[src/rtl/decoder_stage_controller_pkg.sv]
// Shared parameters for the Union-Find decoder stage sequencing.
// Holds the stage bus width, the fixed stage encodings broadcast to every
// processing unit, the controller FSM/phase enums and the helper that sizes
// a context index.
package decoder_stage_controller_pkg;

  localparam int STAGE_WIDTH = 3;

  localparam logic [STAGE_WIDTH-1:0] STAGE_IDLE                = 3'd0;
  localparam logic [STAGE_WIDTH-1:0] STAGE_MEASUREMENT_LOADING = 3'd1;
  localparam logic [STAGE_WIDTH-1:0] STAGE_GROW                = 3'd2;
  localparam logic [STAGE_WIDTH-1:0] STAGE_MERGE               = 3'd3;
  localparam logic [STAGE_WIDTH-1:0] STAGE_PEELING             = 3'd4;
  localparam logic [STAGE_WIDTH-1:0] STAGE_RESULT_VALID        = 3'd5;
  localparam logic [STAGE_WIDTH-1:0] STAGE_WRITE_TO_MEM        = 3'd6;
  localparam logic [STAGE_WIDTH-1:0] STAGE_RESET_ROOTS         = 3'd7;

  // The FSM state doubles as the registered stage broadcast, so the state
  // encodings are exactly the stage encodings.
  typedef enum logic [STAGE_WIDTH-1:0] {
    ST_IDLE         = STAGE_IDLE,
    ST_MEAS_LOAD    = STAGE_MEASUREMENT_LOADING,
    ST_GROW         = STAGE_GROW,
    ST_MERGE        = STAGE_MERGE,
    ST_PEELING      = STAGE_PEELING,
    ST_RESULT_VALID = STAGE_RESULT_VALID,
    ST_WRITE_TO_MEM = STAGE_WRITE_TO_MEM,
    ST_RESET_ROOTS  = STAGE_RESET_ROOTS
  } stage_e;

  // WRITE_TO_MEM is shared by all three phases; the phase decides where it
  // goes next.
  typedef enum logic [1:0] {
    PH_LOAD  = 2'd0,
    PH_SOLVE = 2'd1,
    PH_PEEL  = 2'd2
  } phase_e;

  function automatic int ctxIdxWidth(input int numContexts);
    return (numContexts > 1) ? $clog2(numContexts) : 1;
  endfunction

endpackage

[src/rtl/merge_quiet_counter.sv]
// Quiet-cycle detector for the MERGE stage.
// Counts consecutive cycles with i_busy low while i_active is high. The
// first two cycles of every activation are blanked because the PEs only see
// the new stage one cycle after the controller registers it, and their busy
// flag is itself registered.
// Ports:
//   clk, reset    clock, synchronous active-high reset
//   i_active      high while the controller is in MERGE; low restarts the count
//   i_busy        OR-reduced PE busy
//   o_quiet_done  high in the cycle that completes MERGE_QUIET quiet cycles
module merge_quiet_counter #(
  parameter int MERGE_QUIET = 3
) (
  input  logic clk,
  input  logic reset,
  input  logic i_active,
  input  logic i_busy,
  output logic o_quiet_done
);

  localparam int CW = $clog2(MERGE_QUIET + 1);
  localparam logic [CW-1:0] QUIET_LAST = CW'(MERGE_QUIET - 1);
  localparam logic [CW-1:0] QUIET_MAX  = CW'(MERGE_QUIET);

  logic [1:0]    r_blank;
  logic [CW-1:0] r_quiet;
  logic          w_blanking;

  assign w_blanking = (r_blank != 2'd2);

  // Blanking runs first; afterwards any busy cycle restarts the quiet run.
  always_ff @(posedge clk) begin
    if (reset || !i_active) begin
      r_blank <= 2'd0;
      r_quiet <= '0;
    end else if (w_blanking) begin
      r_blank <= r_blank + 2'd1;
    end else if (i_busy) begin
      r_quiet <= '0;
    end else if (r_quiet != QUIET_MAX) begin
      r_quiet <= r_quiet + CW'(1);
    end
  end

  // Fires on the cycle that would bring the run to MERGE_QUIET so the
  // controller can leave MERGE on the following edge.
  assign o_quiet_done = i_active && !w_blanking && !i_busy && (r_quiet == QUIET_LAST);

endmodule

[src/rtl/decoder_stage_controller.sv]
// Global stage sequencer for the Union-Find decoder array.
// Runs each decoding round: load every context, then grow/merge each context
// round-robin until all have converged (or timed out), then peel and hand
// each result to the host. The FSM state register is the stage broadcast.
// Ports:
//   clk, reset       clock, synchronous active-high reset
//   i_start_valid    host measurements for the current context are ready
//   o_start_ready    controller accepts those measurements this cycle
//   i_busy_any       OR of all PE busy flags
//   i_odd_any        OR of all PE odd flags
//   o_global_stage   registered stage broadcast
//   o_context_id     context currently live in the PE registers
//   o_result_valid   peeled result for o_context_id is on the PE outputs
//   i_result_ready   host consumed the result
//   o_timeout        sticky; some context reached MAX_GROW while still odd
//   o_grow_count     grow iterations of the current context (saturating)
module decoder_stage_controller
  import decoder_stage_controller_pkg::*;
#(
  parameter int NUM_CONTEXTS = 2,
  parameter int MAX_GROW     = 31,
  parameter int GROW_CYCLES  = 2,
  parameter int MERGE_QUIET  = 3
) (
  input  logic                                 clk,
  input  logic                                 reset,
  input  logic                                 i_start_valid,
  output logic                                 o_start_ready,
  input  logic                                 i_busy_any,
  input  logic                                 i_odd_any,
  output logic [STAGE_WIDTH-1:0]               o_global_stage,
  output logic [ctxIdxWidth(NUM_CONTEXTS)-1:0] o_context_id,
  output logic                                 o_result_valid,
  input  logic                                 i_result_ready,
  output logic                                 o_timeout,
  output logic [7:0]                           o_grow_count
);

  localparam int                CTX_W     = ctxIdxWidth(NUM_CONTEXTS);
  localparam bit                MULTI_CTX = (NUM_CONTEXTS > 1);
  localparam logic [CTX_W-1:0]  LAST_CTX  = CTX_W'(NUM_CONTEXTS - 1);
  localparam int                GT_W      = $clog2(GROW_CYCLES + 1);
  localparam logic [GT_W-1:0]   GROW_LAST = GT_W'(GROW_CYCLES - 1);
  localparam logic [7:0]        MAX_GROW_SAT = (MAX_GROW > 255) ? 8'd255 : 8'(MAX_GROW);

  stage_e                  r_state, w_nextState;
  phase_e                  r_phase, w_nextPhase;
  logic [CTX_W-1:0]        r_ctx, w_nextCtx, w_pendingCtx, w_probe;
  logic [NUM_CONTEXTS-1:0] r_done, w_doneAfter, w_ctxMask;
  logic [7:0]              r_growArr [NUM_CONTEXTS];
  logic [GT_W-1:0]         r_growTimer;
  logic                    r_timeout;
  logic                    r_readyArm;
  logic                    w_startReady;
  logic                    w_markDone;
  logic                    w_setTimeout;
  logic                    w_quietDone;
  logic                    w_growEntry;
  logic [7:0]              w_curGrow;

  merge_quiet_counter #(
    .MERGE_QUIET(MERGE_QUIET)
  ) u_merge_quiet_counter (
    .clk         (clk),
    .reset       (reset),
    .i_active    (r_state == ST_MERGE),
    .i_busy      (i_busy_any),
    .o_quiet_done(w_quietDone)
  );

  // r_readyArm keeps start_ready low for the first cycle out of reset.
  assign w_startReady = (r_state == ST_IDLE) && (r_phase == PH_LOAD) && r_readyArm;
  assign w_curGrow    = r_growArr[r_ctx];
  assign w_growEntry  = (w_nextState == ST_GROW) && (r_state != ST_GROW);

  always_comb begin
    w_ctxMask        = '0;
    w_ctxMask[r_ctx] = 1'b1;
  end

  // Round-robin search for the nearest context after r_ctx that is not done.
  // Scanning from the farthest offset down leaves the nearest hit last.
  // NUM_CONTEXTS is a power of two, so index wrap is the natural overflow.
  always_comb begin
    w_pendingCtx = r_ctx;
    w_probe      = '0;
    for (int k = NUM_CONTEXTS; k >= 1; k--) begin
      w_probe = r_ctx + CTX_W'(k);
      if (!r_done[w_probe]) begin
        w_pendingCtx = w_probe;
      end
    end
  end

  always_comb begin
    w_nextState  = r_state;
    w_nextPhase  = r_phase;
    w_nextCtx    = r_ctx;
    w_markDone   = 1'b0;
    w_setTimeout = 1'b0;
    w_doneAfter  = r_done;

    case (r_state)
      ST_IDLE: begin
        if (i_start_valid && w_startReady) begin
          w_nextState = ST_MEAS_LOAD;
        end
      end

      ST_MEAS_LOAD: begin
        if (MULTI_CTX) begin
          w_nextState = ST_WRITE_TO_MEM;
        end else begin
          w_nextState = ST_GROW;
          w_nextPhase = PH_SOLVE;
          w_nextCtx   = '0;
        end
      end

      ST_WRITE_TO_MEM: begin
        case (r_phase)
          PH_LOAD: begin
            if (r_ctx == LAST_CTX) begin
              w_nextState = ST_GROW;
              w_nextPhase = PH_SOLVE;
              w_nextCtx   = '0;
            end else begin
              w_nextState = ST_IDLE;
              w_nextCtx   = r_ctx + CTX_W'(1);
            end
          end
          PH_SOLVE: begin
            w_nextState = ST_GROW;
            w_nextCtx   = w_pendingCtx;
          end
          default: begin
            if (r_ctx == LAST_CTX) begin
              w_nextState = ST_RESET_ROOTS;
            end else begin
              w_nextState = ST_PEELING;
              w_nextCtx   = r_ctx + CTX_W'(1);
            end
          end
        endcase
      end

      ST_GROW: begin
        if (r_growTimer == GROW_LAST) begin
          w_nextState = ST_MERGE;
        end
      end

      // A context that is still odd at MAX_GROW is retired with a timeout
      // so the remaining contexts can still be peeled.
      ST_MERGE: begin
        if (w_quietDone) begin
          if (!i_odd_any) begin
            w_markDone = 1'b1;
          end else if (w_curGrow >= MAX_GROW_SAT) begin
            w_markDone   = 1'b1;
            w_setTimeout = 1'b1;
          end
          w_doneAfter = w_markDone ? (r_done | w_ctxMask) : r_done;
          if (&w_doneAfter) begin
            w_nextState = ST_PEELING;
            w_nextPhase = PH_PEEL;
            w_nextCtx   = '0;
          end else if (MULTI_CTX) begin
            w_nextState = ST_WRITE_TO_MEM;
          end else begin
            w_nextState = ST_GROW;
          end
        end
      end

      ST_PEELING: begin
        w_nextState = ST_RESULT_VALID;
      end

      ST_RESULT_VALID: begin
        if (i_result_ready) begin
          w_nextState = MULTI_CTX ? ST_WRITE_TO_MEM : ST_RESET_ROOTS;
        end
      end

      ST_RESET_ROOTS: begin
        w_nextState = ST_IDLE;
        w_nextPhase = PH_LOAD;
        w_nextCtx   = '0;
      end

      default: begin
        w_nextState = ST_IDLE;
        w_nextPhase = PH_LOAD;
        w_nextCtx   = '0;
      end
    endcase
  end

  always_ff @(posedge clk) begin
    if (reset || (r_state != ST_GROW)) begin
      r_growTimer <= '0;
    end else begin
      r_growTimer <= r_growTimer + GT_W'(1);
    end
  end

  // Grow counts live per context; the entry into GROW bumps the count of
  // the context that is about to become live.
  always_ff @(posedge clk) begin
    if (reset) begin
      r_state    <= ST_IDLE;
      r_phase    <= PH_LOAD;
      r_ctx      <= '0;
      r_done     <= '0;
      r_timeout  <= 1'b0;
      r_readyArm <= 1'b0;
      for (int i = 0; i < NUM_CONTEXTS; i++) begin
        r_growArr[i] <= 8'd0;
      end
    end else begin
      r_state    <= w_nextState;
      r_phase    <= w_nextPhase;
      r_ctx      <= w_nextCtx;
      r_readyArm <= 1'b1;
      if (w_setTimeout) begin
        r_timeout <= 1'b1;
      end
      if (r_state == ST_RESET_ROOTS) begin
        r_done <= '0;
      end else if (w_markDone) begin
        r_done <= r_done | w_ctxMask;
      end
      if (r_state == ST_RESET_ROOTS) begin
        for (int i = 0; i < NUM_CONTEXTS; i++) begin
          r_growArr[i] <= 8'd0;
        end
      end else if (w_growEntry && (r_growArr[w_nextCtx] != 8'hFF)) begin
        r_growArr[w_nextCtx] <= r_growArr[w_nextCtx] + 8'd1;
      end
    end
  end

  assign o_global_stage = r_state;
  assign o_context_id   = r_ctx;
  assign o_start_ready  = w_startReady;
  assign o_result_valid = (r_state == ST_RESULT_VALID);
  assign o_timeout      = r_timeout;
  assign o_grow_count   = w_curGrow;

endmodule

[config.mk]
export PLATFORM = sky130hd
export DESIGN_NAME = decoder_stage_controller
export DESIGN_NICKNAME = d
export VERILOG_FILES = /design/src/rtl/decoder_stage_controller_pkg.sv /design/src/rtl/merge_quiet_counter.sv /design/src/rtl/decoder_stage_controller.sv
export SDC_FILE = /design/constraint.sdc
export NUM_CORES = 1
export LEC_CHECK = 0
export ABC_CLOCK_PERIOD_IN_PS = 9850
export BUFFER_PORTS_ARGS = -buffer_cell sky130_fd_sc_hd__buf_2
export CORE_UTILIZATION = 30
export DETAILED_ROUTE_END_ITERATION = 10
export HOLD_SLACK_MARGIN = 0.06
export MAX_ROUTING_LAYER = met4
export PLACE_DENSITY_LB_ADDON = 0.08
export SYNTH_ARGS = -nofsm -noshare
export SYNTH_HDL_FRONTEND = slang
export SYNTH_SLANG_ARGS = --single-unit
[constraint.sdc]
create_clock -name clk -period 9.85 [get_ports clk]
set_clock_uncertainty 0.2 [all_clocks]
set_input_delay 0.985 -clock clk [delete_from_list [all_inputs] [get_ports clk]]
set_output_delay 0.985 -clock clk [all_outputs]
set_load 0.005 [all_outputs]
==> reports/qor.yml <==
status: "complete, no violations"
r2r_slack_ns: 4.90
cts_hold_buf: 0
leakagePower_uw: 0.000795
initial_core_util_pct: 31.0
synth_edf_count: 16
via_per_inst: 5.03
p_per_area_nw_per_um2: 150
cp-end-kind: "flip-flop"
timing.rr.start: "o_context_id$_SDFF_PP0_"
routedWlPerCell_um: 14.8
grt_pass1_vias: 1378
drv_slew: 0
ys_types: 53
yosys-top-cells-count: "21 x nor2_1, 16 x dfxtp_1, 16 x edfxtp_1"
grt_pass1_wl_um: 7130
synth_seq_cells: 32
seq_area_um2: 801
io_buffers: 20
yosysMostFrequentCell: "nor2_1"
cts_max_path_buffers: 2
r2r-end: "r_growArr[0][3]$_SDFFCE_PN0P_"
core_um2: 6310
drt.antenna.violating_nets: 0
clk_pin_slew_ns: 0.07
via_count: 1488
drive_gt1_share_pct: 23.3
cp.arrival_ns: 4.67
synthesis.nets: 211
multi_input_area_um2: 1040
whs_path_depth: 1
numCtsBuffers: 5
worst_hold_path.endpoint: "r_growTimer[0]$_SDFF_PP0_"
synth.area.top_cells: "edfxtp_1 25%, dfxtp_1 16%, mux2_2 4.6%"
path_class: "reg2reg"
hpwlAfterDp_um: 3210
n_antenna_cell: 0
finalSetupViolCount: 0
ys_async_sr_fraction_pct: 0
worst_setup_path_start_kind: "flip-flop"
fp.dieW_um: 82.8
hold_viol: 0
syn_area_um2: 1960
dr.pass1.iters: 4
yosysTopAreaCellShare_pct: 24.5
seq_area_frac_synth_pct: 40.9
period_needed_ns: 4.95
die_h_um: 82.8
fin_crit_sh_pct: 50.3
tns_ns: 0
clock_latency_ns: 0.28
synth_area_per_cell_um2: 9.79
max_freq_ghz: 0.202
cts_sinks: 32
die_area_um2: 6850
cts_setup_buffers: 0
crit_required_ns: 9.57
yosys.area.top_type: "edfxtp_1"
drt_drc_violations_left: 0
place_inst: 288
min-delay-start: "r_growTimer[0]$_SDFF_PP0_"
ir_drop_uv: 49.0
drv_cap: 0
area_growth_pct: 11.8
root_buffer: "clkbuf_8"
antenna_found_initial: 0
grt.total_usage_pct: 14.7
ys.flop_type: "edfxtp_1"
drt-initial-drc-count: 57
tightest_slew_ns: 0.837
crit_fanout: 23
overflow: 0
fp-row-count: 29
slew-limit-headroom_pct: 44.1
syn_inst: 200
cts_tree: "yes"
r2r_cells: 11
stdcell_count: 296
hold_path.class: "reg2reg"
cts-resized-gates: 0
gp_congestion: 0.785
wl_um: 4390
rsz0062_at_grt: "no"
ios: 21
fill_cells: 677
yosys_warnings: 0
htree_levels: 2
grt_max_degree: 24
nets: 229
==> final cells by class <==
cell class / instances / area share (%)
flip-flops and latches: 32 / 36.6
clock inverters: 2 / 1.60
repair buffers: 21 / 4.92
well taps: 77 / 4.40
inverters: 10 / 1.72
clock buffers: 6 / 3.32
multi-input cells: 148 / 47.5
==> kinds of logic after synthesis <==
| kind of cell | Yosys count | synth area share (%) |
|---|---|---|
| compound gates | 32 | 10.7 |
| xor+xnor | 13 | 5.81 |
| fa+ha+maj | 5 | 3.19 |
| buf+inv | 20 | 6.07 |
| flops | 32 | 40.9 |
| mux | 10 | 5.88 |
| simple gates | 88 | 27.4 |
==> registers in the layout, summed over array words and instances (netlist names) <==
name and cells:
r_readyArm 1, o_context_id 1, u_merge_quiet_counter.r_quiet 2, r_growArr 16
r_growTimer 2, o_global_stage 3, r_done 2, o_timeout 1
u_merge_quiet_counter.r_blank 2, r_phase 2
==> worst max-delay path by stage <==
stage | endpoint | slack, ns | from | cells past startpoint
after detailed placement | r_growArr[0][4]$_SDFFCE_PN0P_ | 4.90 | o_context_id$_SDFF_PP0_ | 11
final | r_growArr[0][3]$_SDFFCE_PN0P_ | 4.90 | o_context_id$_SDFF_PP0_ | 11
after global routing | r_growArr[0][1]$_SDFFCE_PN0P_ | 4.57 | o_context_id$_SDFF_PP0_ | 11
after CTS | r_growArr[0][4]$_SDFFCE_PN0P_ | 4.88 | o_context_id$_SDFF_PP0_ | 11
after global placement | r_growArr[0][0]$_SDFFCE_PN0P_ | 4.92 | o_context_id$_SDFF_PP0_ | 11
after floorplan | r_growArr[0][0]$_SDFFCE_PN0P_ | 5.46 | i_busy_any | 13
==> worst max-delay path, cell delays in order, from the launching register on <==
cell and delay [ns]:
dfxtp_1 0.87, nor4b_2 0.36, o21ai_1 0.19, nor4b_2 0.34, or2_1 0.50, mux2_2 0.40, ha_1 0.24, nand3_1 0.13
nor2_1 0.08, and3_1 0.18, or4_4 0.51, o21ai_1 0.58
==> stage by stage <==
stage | utilization, % | setup WS [ns] | power (µW) | hold slack (ns) | cell area, µm²
after global placement | 33.0 | 4.92 | 209 | 0.227 | 2080
after detailed placement | 33.0 | 4.90 | 208 | 0.222 | 2080
final | 34.7 | 4.90 | 329 | 0.230 | 2190
after floorplan | - | 5.46 | 196 | 0.206 | 1960
after CTS | 34.7 | 4.88 | 334 | 0.232 | 2190
after global routing | 34.7 | 4.57 | 347 | 0.238 | 2190
==> where the power goes <==
part | total, µW | leakage, µW | internal [µW] | switching, µW
sequential | 160 | 0.000295 | 147 | 13.4
clock | 124 | 0.0000552 | 75.0 | 48.6
combinational | 44.7 | 0.000444 | 21.0 | 23.7
total | 329 | 0.000795 | 243 | 85.7
==> layout by cell type (no fill, tap or decap), types with 2 or more instances in the layout <==
cell type  instances
clkbuf_8           5
o21ai_1            3
xor2_1             7
inv_1             10
nand4_1            2
nor4_1             2
and2_1             2
xnor2_1            6
edfxtp_1          16
ha_1               5
nor2_1            21
nor3_1            11
nor4b_2            3
mux2_2             8
and3b_1            3
or2b_1             2
o31ai_1            2
nand2_1           11
buf_2             20
nand3_1            8
or3_1              3
o21a_1             3
nor3_2             8
o21ai_0            7
a31oi_1            3
dfxtp_1           16
a21oi_1            4
==> routing by layer <==
metal	share of wire [%]	up-vias	GRT usage, %	wire (µm)
met5	0	-	-	0
met4	1.0	0	5.17	44
met3	4.9	4	3.39	214
met2	46	40	22.7	2010
met1	48	684	18.7	2120
li1	-	760	-	-
(Power assumes the default switching activity.)
